File: src/rtl/irq_ctrl_mmio.sv
// MMIO interrupt controller: latches per-source requests, gates them with an enable mask,
// drives one CPU interrupt line and runs a claim/complete handshake with per-source eoi pulses.
module irq_ctrl_mmio #(
  parameter logic [31:0] BASE_ADDR = 32'h8100_8000,
  parameter int          NUM_SRC   = 8
) (
  input  logic               clk,
  input  logic               resetn,
  input  logic               mem_valid,
  input  logic               mem_instr,
  output logic               mem_ready,
  input  logic [31:0]        mem_addr,
  input  logic [31:0]        mem_wdata,
  input  logic [3:0]         mem_wstrb,
  output logic [31:0]        mem_rdata,
  input  logic [NUM_SRC-1:0] irq_src,
  output logic [NUM_SRC-1:0] eoi,
  output logic               cpu_irq
);

  localparam logic [2:0] REG_PENDING  = 3'd0;
  localparam logic [2:0] REG_ENABLE   = 3'd1;
  localparam logic [2:0] REG_CLAIM    = 3'd2;
  localparam logic [2:0] REG_COMPLETE = 3'd3;
  localparam logic [2:0] REG_EDGE     = 3'd4;
  localparam logic [2:0] REG_SW_SET   = 3'd5;
  localparam logic [2:0] REG_INSVC    = 3'd6;

  logic [NUM_SRC-1:0] pending_reg, pending_next;
  logic [NUM_SRC-1:0] enable_reg, enable_next;
  logic [NUM_SRC-1:0] edge_reg, edge_next;
  logic [NUM_SRC-1:0] insvc_reg, insvc_next;
  logic [NUM_SRC-1:0] irq_src_q_reg;
  logic [NUM_SRC-1:0] eoi_reg;
  logic               cpu_irq_reg;
  logic               mem_ready_reg;
  logic [31:0]        mem_rdata_reg;
  logic               acc_done_reg, acc_done_next;

  logic [31:0] offset;
  logic        hit;
  logic        accept;
  logic        is_write;
  logic [2:0]  reg_sel;
  logic [31:0] wmask;
  logic [31:0] wr_masked;
  logic [NUM_SRC-1:0] wr_bits;
  logic [NUM_SRC-1:0] wm_bits;
  logic        claim_rd, complete_wr, enable_wr, edge_wr, sw_set_wr;
  logic [NUM_SRC-1:0] claim_cand;
  logic        claim_found;
  logic [4:0]  claim_idx;
  logic [4:0]  claim_id;
  logic [NUM_SRC-1:0] claim_onehot;
  logic [NUM_SRC-1:0] complete_onehot;
  logic [NUM_SRC-1:0] set_bits;
  logic [31:0] rd_value;
  logic        unused_bits;

  assign offset   = mem_addr - BASE_ADDR;
  assign hit      = mem_valid && !mem_instr && (offset[31:5] == '0);
  // acc_done holds off re-acceptance until the master drops mem_valid
  assign accept   = hit && !acc_done_reg;
  assign is_write = |mem_wstrb;
  assign reg_sel  = offset[4:2];

  genvar gi;
  generate
    for (gi = 0; gi < 4; gi++) begin : g_wmask
      assign wmask[8*gi +: 8] = {8{mem_wstrb[gi]}};
    end
  endgenerate

  assign wr_masked = mem_wdata & wmask;
  assign wr_bits   = wr_masked[NUM_SRC-1:0];
  assign wm_bits   = wmask[NUM_SRC-1:0];

  assign claim_rd    = accept && !is_write && (reg_sel == REG_CLAIM);
  assign complete_wr = accept && is_write && (reg_sel == REG_COMPLETE);
  assign enable_wr   = accept && is_write && (reg_sel == REG_ENABLE);
  assign edge_wr     = accept && is_write && (reg_sel == REG_EDGE);
  assign sw_set_wr   = accept && is_write && (reg_sel == REG_SW_SET);

  assign claim_cand = pending_reg & enable_reg & ~insvc_reg;

  always_comb begin
    claim_found = 1'b0;
    claim_idx   = '0;
    for (int i = NUM_SRC - 1; i >= 0; i--) begin
      if (claim_cand[i]) begin
        claim_found = 1'b1;
        claim_idx   = 5'(i);
      end
    end
  end

  assign claim_id = claim_found ? claim_idx + 5'd1 : 5'd0;

  generate
    for (gi = 0; gi < NUM_SRC; gi++) begin : g_src
      assign claim_onehot[gi]    = claim_rd && claim_found && (claim_idx == 5'(gi));
      assign complete_onehot[gi] = complete_wr && (wr_masked[4:0] == 5'(gi + 1)) && insvc_reg[gi];
      // Level mode treats a bit being claimed this edge as already in service
      assign set_bits[gi] = (edge_reg[gi] ? (irq_src[gi] & ~irq_src_q_reg[gi])
                                          : (irq_src[gi] & ~insvc_reg[gi] & ~claim_onehot[gi] & ~eoi_reg[gi]))
                          | (sw_set_wr & wr_bits[gi]);
      assign pending_next[gi] = set_bits[gi] | (pending_reg[gi] & ~claim_onehot[gi]);
    end
  endgenerate

  assign insvc_next    = (insvc_reg | claim_onehot) & ~complete_onehot;
  assign enable_next   = enable_wr ? ((enable_reg & ~wm_bits) | (wr_bits & wm_bits)) : enable_reg;
  assign edge_next     = edge_wr ? ((edge_reg & ~wm_bits) | (wr_bits & wm_bits)) : edge_reg;
  assign acc_done_next = mem_valid && (acc_done_reg || accept);

  always_comb begin
    rd_value = '0;
    case (reg_sel)
      REG_PENDING: rd_value[NUM_SRC-1:0] = pending_reg;
      REG_ENABLE:  rd_value[NUM_SRC-1:0] = enable_reg;
      REG_CLAIM:   rd_value[4:0]         = claim_id;
      REG_EDGE:    rd_value[NUM_SRC-1:0] = edge_reg;
      REG_INSVC:   rd_value[NUM_SRC-1:0] = insvc_reg;
      default:     rd_value = '0;
    endcase
  end

  always_ff @(posedge clk) begin
    if (!resetn) begin
      pending_reg   <= '0;
      enable_reg    <= '0;
      edge_reg      <= '0;
      insvc_reg     <= '0;
      irq_src_q_reg <= '0;
      eoi_reg       <= '0;
      cpu_irq_reg   <= 1'b0;
      mem_ready_reg <= 1'b0;
      mem_rdata_reg <= '0;
      acc_done_reg  <= 1'b0;
    end else begin
      pending_reg   <= pending_next;
      enable_reg    <= enable_next;
      edge_reg      <= edge_next;
      insvc_reg     <= insvc_next;
      irq_src_q_reg <= irq_src;
      eoi_reg       <= complete_onehot;
      cpu_irq_reg   <= |claim_cand;
      mem_ready_reg <= accept;
      mem_rdata_reg <= (accept && !is_write) ? rd_value : '0;
      acc_done_reg  <= acc_done_next;
    end
  end

  assign mem_ready = mem_ready_reg;
  assign mem_rdata = mem_rdata_reg;
  assign eoi       = eoi_reg;
  assign cpu_irq   = cpu_irq_reg;

  assign unused_bits = ^{offset[1:0], wr_masked};

endmodule

File: config.mk
export PLATFORM = sky130hd
export DESIGN_NAME = irq_ctrl_mmio
export DESIGN_NICKNAME = d
export VERILOG_FILES = /design/src/rtl/irq_ctrl_mmio.sv
export SDC_FILE = /design/constraint.sdc
export NUM_CORES = 1
export LEC_CHECK = 0
export CORE_ASPECT_RATIO = 1.2
export CORE_UTILIZATION = 49
export CTS_CLUSTER_DIAMETER = 30
export CTS_CLUSTER_SIZE = 30
export DETAILED_ROUTE_END_ITERATION = 10
export PLACE_DENSITY = 0.86
export RECOVER_POWER = 100
export SLEW_MARGIN = 5
export SYNTH_ARGS = -nofsm -noshare
export SYNTH_HDL_FRONTEND = slang
export SYNTH_SLANG_ARGS = --single-unit
File: constraint.sdc
create_clock -name clk -period 8.9 [get_ports clk]
set_input_delay 1.78 -clock clk [delete_from_list [all_inputs] [get_ports clk]]
set_output_delay 1.78 -clock clk [all_outputs]
set_load 0.01 [all_outputs]
# After elaboration in Yosys (flattened, before gate mapping)
# Index checks and enable logic that the tools add are counted.
# W data, S select, Z words.
[word_totals] ff_bits=83 input_bits=80 out_inout_bits=42
[op_classes] reduce_logical=46 n_bitwise=109 addsub=2 eq_ne=21 mux=27
[ops] operator="$and A8 B8 Y8" count=7
[ops] operator="$and A1 B1 Y1" count=48
[ops] operator="$eq A5 B3 Y1 const B" count=8
[ops] operator="$mux W5" count=8
[ops] operator="$logic_and A1 B1 Y1" count=36
[ops] operator="$not A1 Y1" count=32
[ops] operator="$sub A32 B32 Y32 const B" count=1
[ops] operator="$logic_not A27 Y1" count=1
[ops] operator="$pmux W5 S5" count=1
[ops] operator="$not A8 Y8" count=3
[ops] operator="$or A8 B8 Y8" count=3
[ops] operator="$eq A5 B2 Y1 const B" count=4
[ops] operator="$mux W1" count=16
[ops] operator="$or A1 B1 Y1" count=16
[ops] operator="$pmux W3 S4" count=1
[ops] operator="$eq A5 B1 Y1 const B" count=2
[ops] operator="$eq A3 B3 Y1 const B" count=3
[ops] operator="$reduce_or A8 Y1" count=1
[ops] operator="$eq A3 B2 Y1 const B" count=2
[ops] operator="$add A5 B1 Y5 const B" count=1
[ops] operator="$eq A5 B4 Y1 const B" count=1
[ops] operator="$logic_not A5 Y1" count=1
[ops] operator="$reduce_or A4 Y1" count=1
[ops] operator="$eq A3 B1 Y1 const B" count=1
[ops] operator="5 further kinds" count=7

# Depth between registers and ports, before layout
[depth] depth_word=18 depth_mapped=11

# Worst setup path after synthesis
# No wires, ideal clock.
[synth_timing] kind="input port to flip-flop" from="input mem_addr[17]" to="register (tool-made name)" setup_time_ns=0.122 slack_ns=4.669 t_arrival_ns=4.110 n_path_buf=0 t_required_ns=8.778 cell_stages=6 cell_sequence="or4_4 -> or4_4 -> a2111o_1 -> nor4_4 -> nand3_4 -> mux2i_1"
[synth_lines] item="from (decl)" line_no="12" source="input logic [31:0] mem_addr,"

==> impl_results.md <==
* Syn Inst Count at 392
* Final Wtd Congestion at 0.9235
* Sink Count at 59
* Max Root-Sink Buffers at 2
* Layout cells sized above 1 at 6.210%
* Setup Buffers After CTS at 0
* Most frequent cells in the layout: dfxtp_1, clkdlybuf4s50_1, nand2_1, nor2_1, conb_1
* Slowest stage delay, CP at 1.82 ns
* Failing checks: max-capacitance violations, max-slew violations
* Chip width at 78.29 microns
* H-Tree Depth at 3
* Setup TNS at 0 ns
* Tcrit/Tclk final at 74.60%
* Vias at 3271
* Clk Latency, worst-skew pair at 0.35 ns
* Ranking of synthesized cells by area: dfxtp_1, mux2i_1, buf_4
* Avg Inst Size Synth at 8.730 sq um
* Rows at 33
* Largest family of logic cells by synthesized area: simple AND/OR/NAND/NOR gates
* Crit path buf inv count at 1
* Cell chain of the critical path: dlygate4sd3_1 -> nor4_1 -> nand2_1 -> a2111o_1 -> nor4_1 -> nand3_1 -> mux2i_1
* # resized after CTS at 0
* Iter 0 DRT Violations at 265
* Buffers on Ports at 71
* XOR/XNOR Fraction of Synth Area at 0.5119%
* Place WS at 3.545 ns
* Most used flip-flop cell after synthesis: dfxtp_1
* Hold Vio Cnt, Final at 0
* Vias per cell at 5.904
* Critical path class: in -> reg
* TritonCTS Buffers at 9
* Worst Skew at 0.007646 ns
* Most common cell on crit path: nor4_1
* Post-Synth Adder-Cell Area at 2.194%
* Die height at 93.55 microns
* Leak at 1.751 nW
* Post-route ant nets at 0
* Post-synthesis sequential area ratio at 34.52%
* Worst rel slew slack at -52.41%
* Outcome: finished, violations left
* CP startpoint kind: input pin
* Vias in the first global route at 3012
* Cell area after synthesis at 3422 sq um
* Drt drc at 0
* Max-slew violations at 72
* Commonest non-fill, non-tap cell in the layout: dfxtp_1
* Final setup fails at 0
* Core area at 6813 sq um
* Largest net degree at the start of global routing at 51
* Post-synth top area cell: dfxtp_1
* Fin util at 61.34%
* Reg2Reg Setup Slack at 6.29 ns
* Diode count at 0
* Post-synth EDFFs at 0
* Initial antenna violation count at 0
* Compound-Gate Fraction of Synth Area at 14.84%
* Asr flop ratio synth at 0%
* CP required at 9.15 ns
* Area share of and/or/nand/nor cells after synthesis at 31.08%
* Class of the worst hold path: reg -> reg
* Max VDD drop at 76.84 uV
* GRT Overall Usage at 26.53%
* Post-synthesis mux area share at 7.824%
* Max Freq at 150.6 MHz
* First-pass GRT wire length at 14610 microns
* Layout area overhead at 22.12%
* Wirelength, routed at 9293 microns
* Area of the die at 7323 sq um
* Unrepaired setup endpoints after global routing: false
* Fillers at 625
* Clk slew on worst S/H paths at 0.06 ns
* WL per Instance at 16.77 microns
* Worst Tran Pin Value at 2.265 ns
* Max Cap Viol at 3
* Cell area after placement at 4056 sq um
* Number of register bits inferred by synthesis at 59
* First-pass DRT Iterations at 5
* Total gr overflow at 0
* PD cells at 132.3 nW/um^2
* CTS tree: yes
* Nets@finish at 548
* Crit-path max FO at 10
* Hold_buf cts at 0
* Worst setup EP type: flip-flop
* CP max stage cell: nor4_1
* DP HPWL at 6885 microns
* Final worst slack at 2.260 ns
* Multi-input gate area at 1976 sq um
* # IOs at 122
* Critical path arrival at 6.89 ns
* Clock period minus worst slack at 6.640 ns
* Initial Utilization at 50.23%
* Reg area at 1181 sq um
* Yosys warnings at 0
* Synth top area share at 34.52%
* Clock root buffer: clkbuf_8
* Top delay family on crit path: simple AND/OR/NAND/NOR gates
* Final instance area at 4179 sq um
* Post-synth cell types at 60
-- logic make-up after synthesis --
family	after synthesis
AOI/OAI and AO/OA	70
xor gates and xnor gates	2
adders and majority gates	6
buffers and inverters	43
DFF	59
muxes	26
other	1
and+or+nand+nor	185
-- cell type report --
class,count,area share (%)
multi-input combinational,313,47.28
clock inverter,2,0.2395
sequential,59,28.26
clock buffer,14,3.892
tap,87,2.605
inverter,7,0.6287
timing repair buffer,72,17.10
-- Yosys cell counts, drive strengths merged, types with 10 or more instances --
cell type	instances
nand2	39
buf	25
nand3	12
mux2i	20
clkbuf	10
dfxtp	59
nor3	15
nor2	36
nand3b	10
a21oi	10
and2	19
o21ai	12
-- worst paths after layout --
check | start | to | cells after the start
hold / removal | acc_done_reg | mem_ready | 1
hold reg to reg | acc_done_reg | mem_ready | 1
setup reg to reg | insvc_reg[6] | mem_rdata[2] | 10
setup / recovery | mem_addr[25] | flip-flop | 7
-- power by group --
group          leakage, nW  total (mW)  switching, mW  internal [mW]
registers            0.480       0.271        0.00265          0.269
logic                 1.18      0.0648         0.0327         0.0321
clock network       0.0905       0.217          0.101          0.116
total                 1.75       0.553          0.137          0.416
-- per-stage QoR --
| stage | cells | hold slack [ns] | power, mW |
|---|---|---|---|
| 2_1_floorplan | 415 | 0.4234 | 0.3170 |
| 3_3_place_gp | 538 | 0.4619 | 0.3407 |
| 3_5_place_dp | 538 | 0.4707 | 0.3424 |
| 4_1_cts | 554 | 0.4753 | 0.5549 |
| 5_1_grt | 554 | 0.4931 | 0.5720 |
| 6_report | 554 | 0.4817 | 0.5530 |
-- layer usage --
layer / track usage (%) / vias to the layer above / wire [microns]
met2: 45.32 / 185 / 4663
met4: 14.04 / 0 / 227
li1: - / 1535 / -
met3: 6.537 / 21 / 690
met1: 30.36 / 1530 / 3712
met5: 0 / - / 0
(Power assumes the default switching activity.)
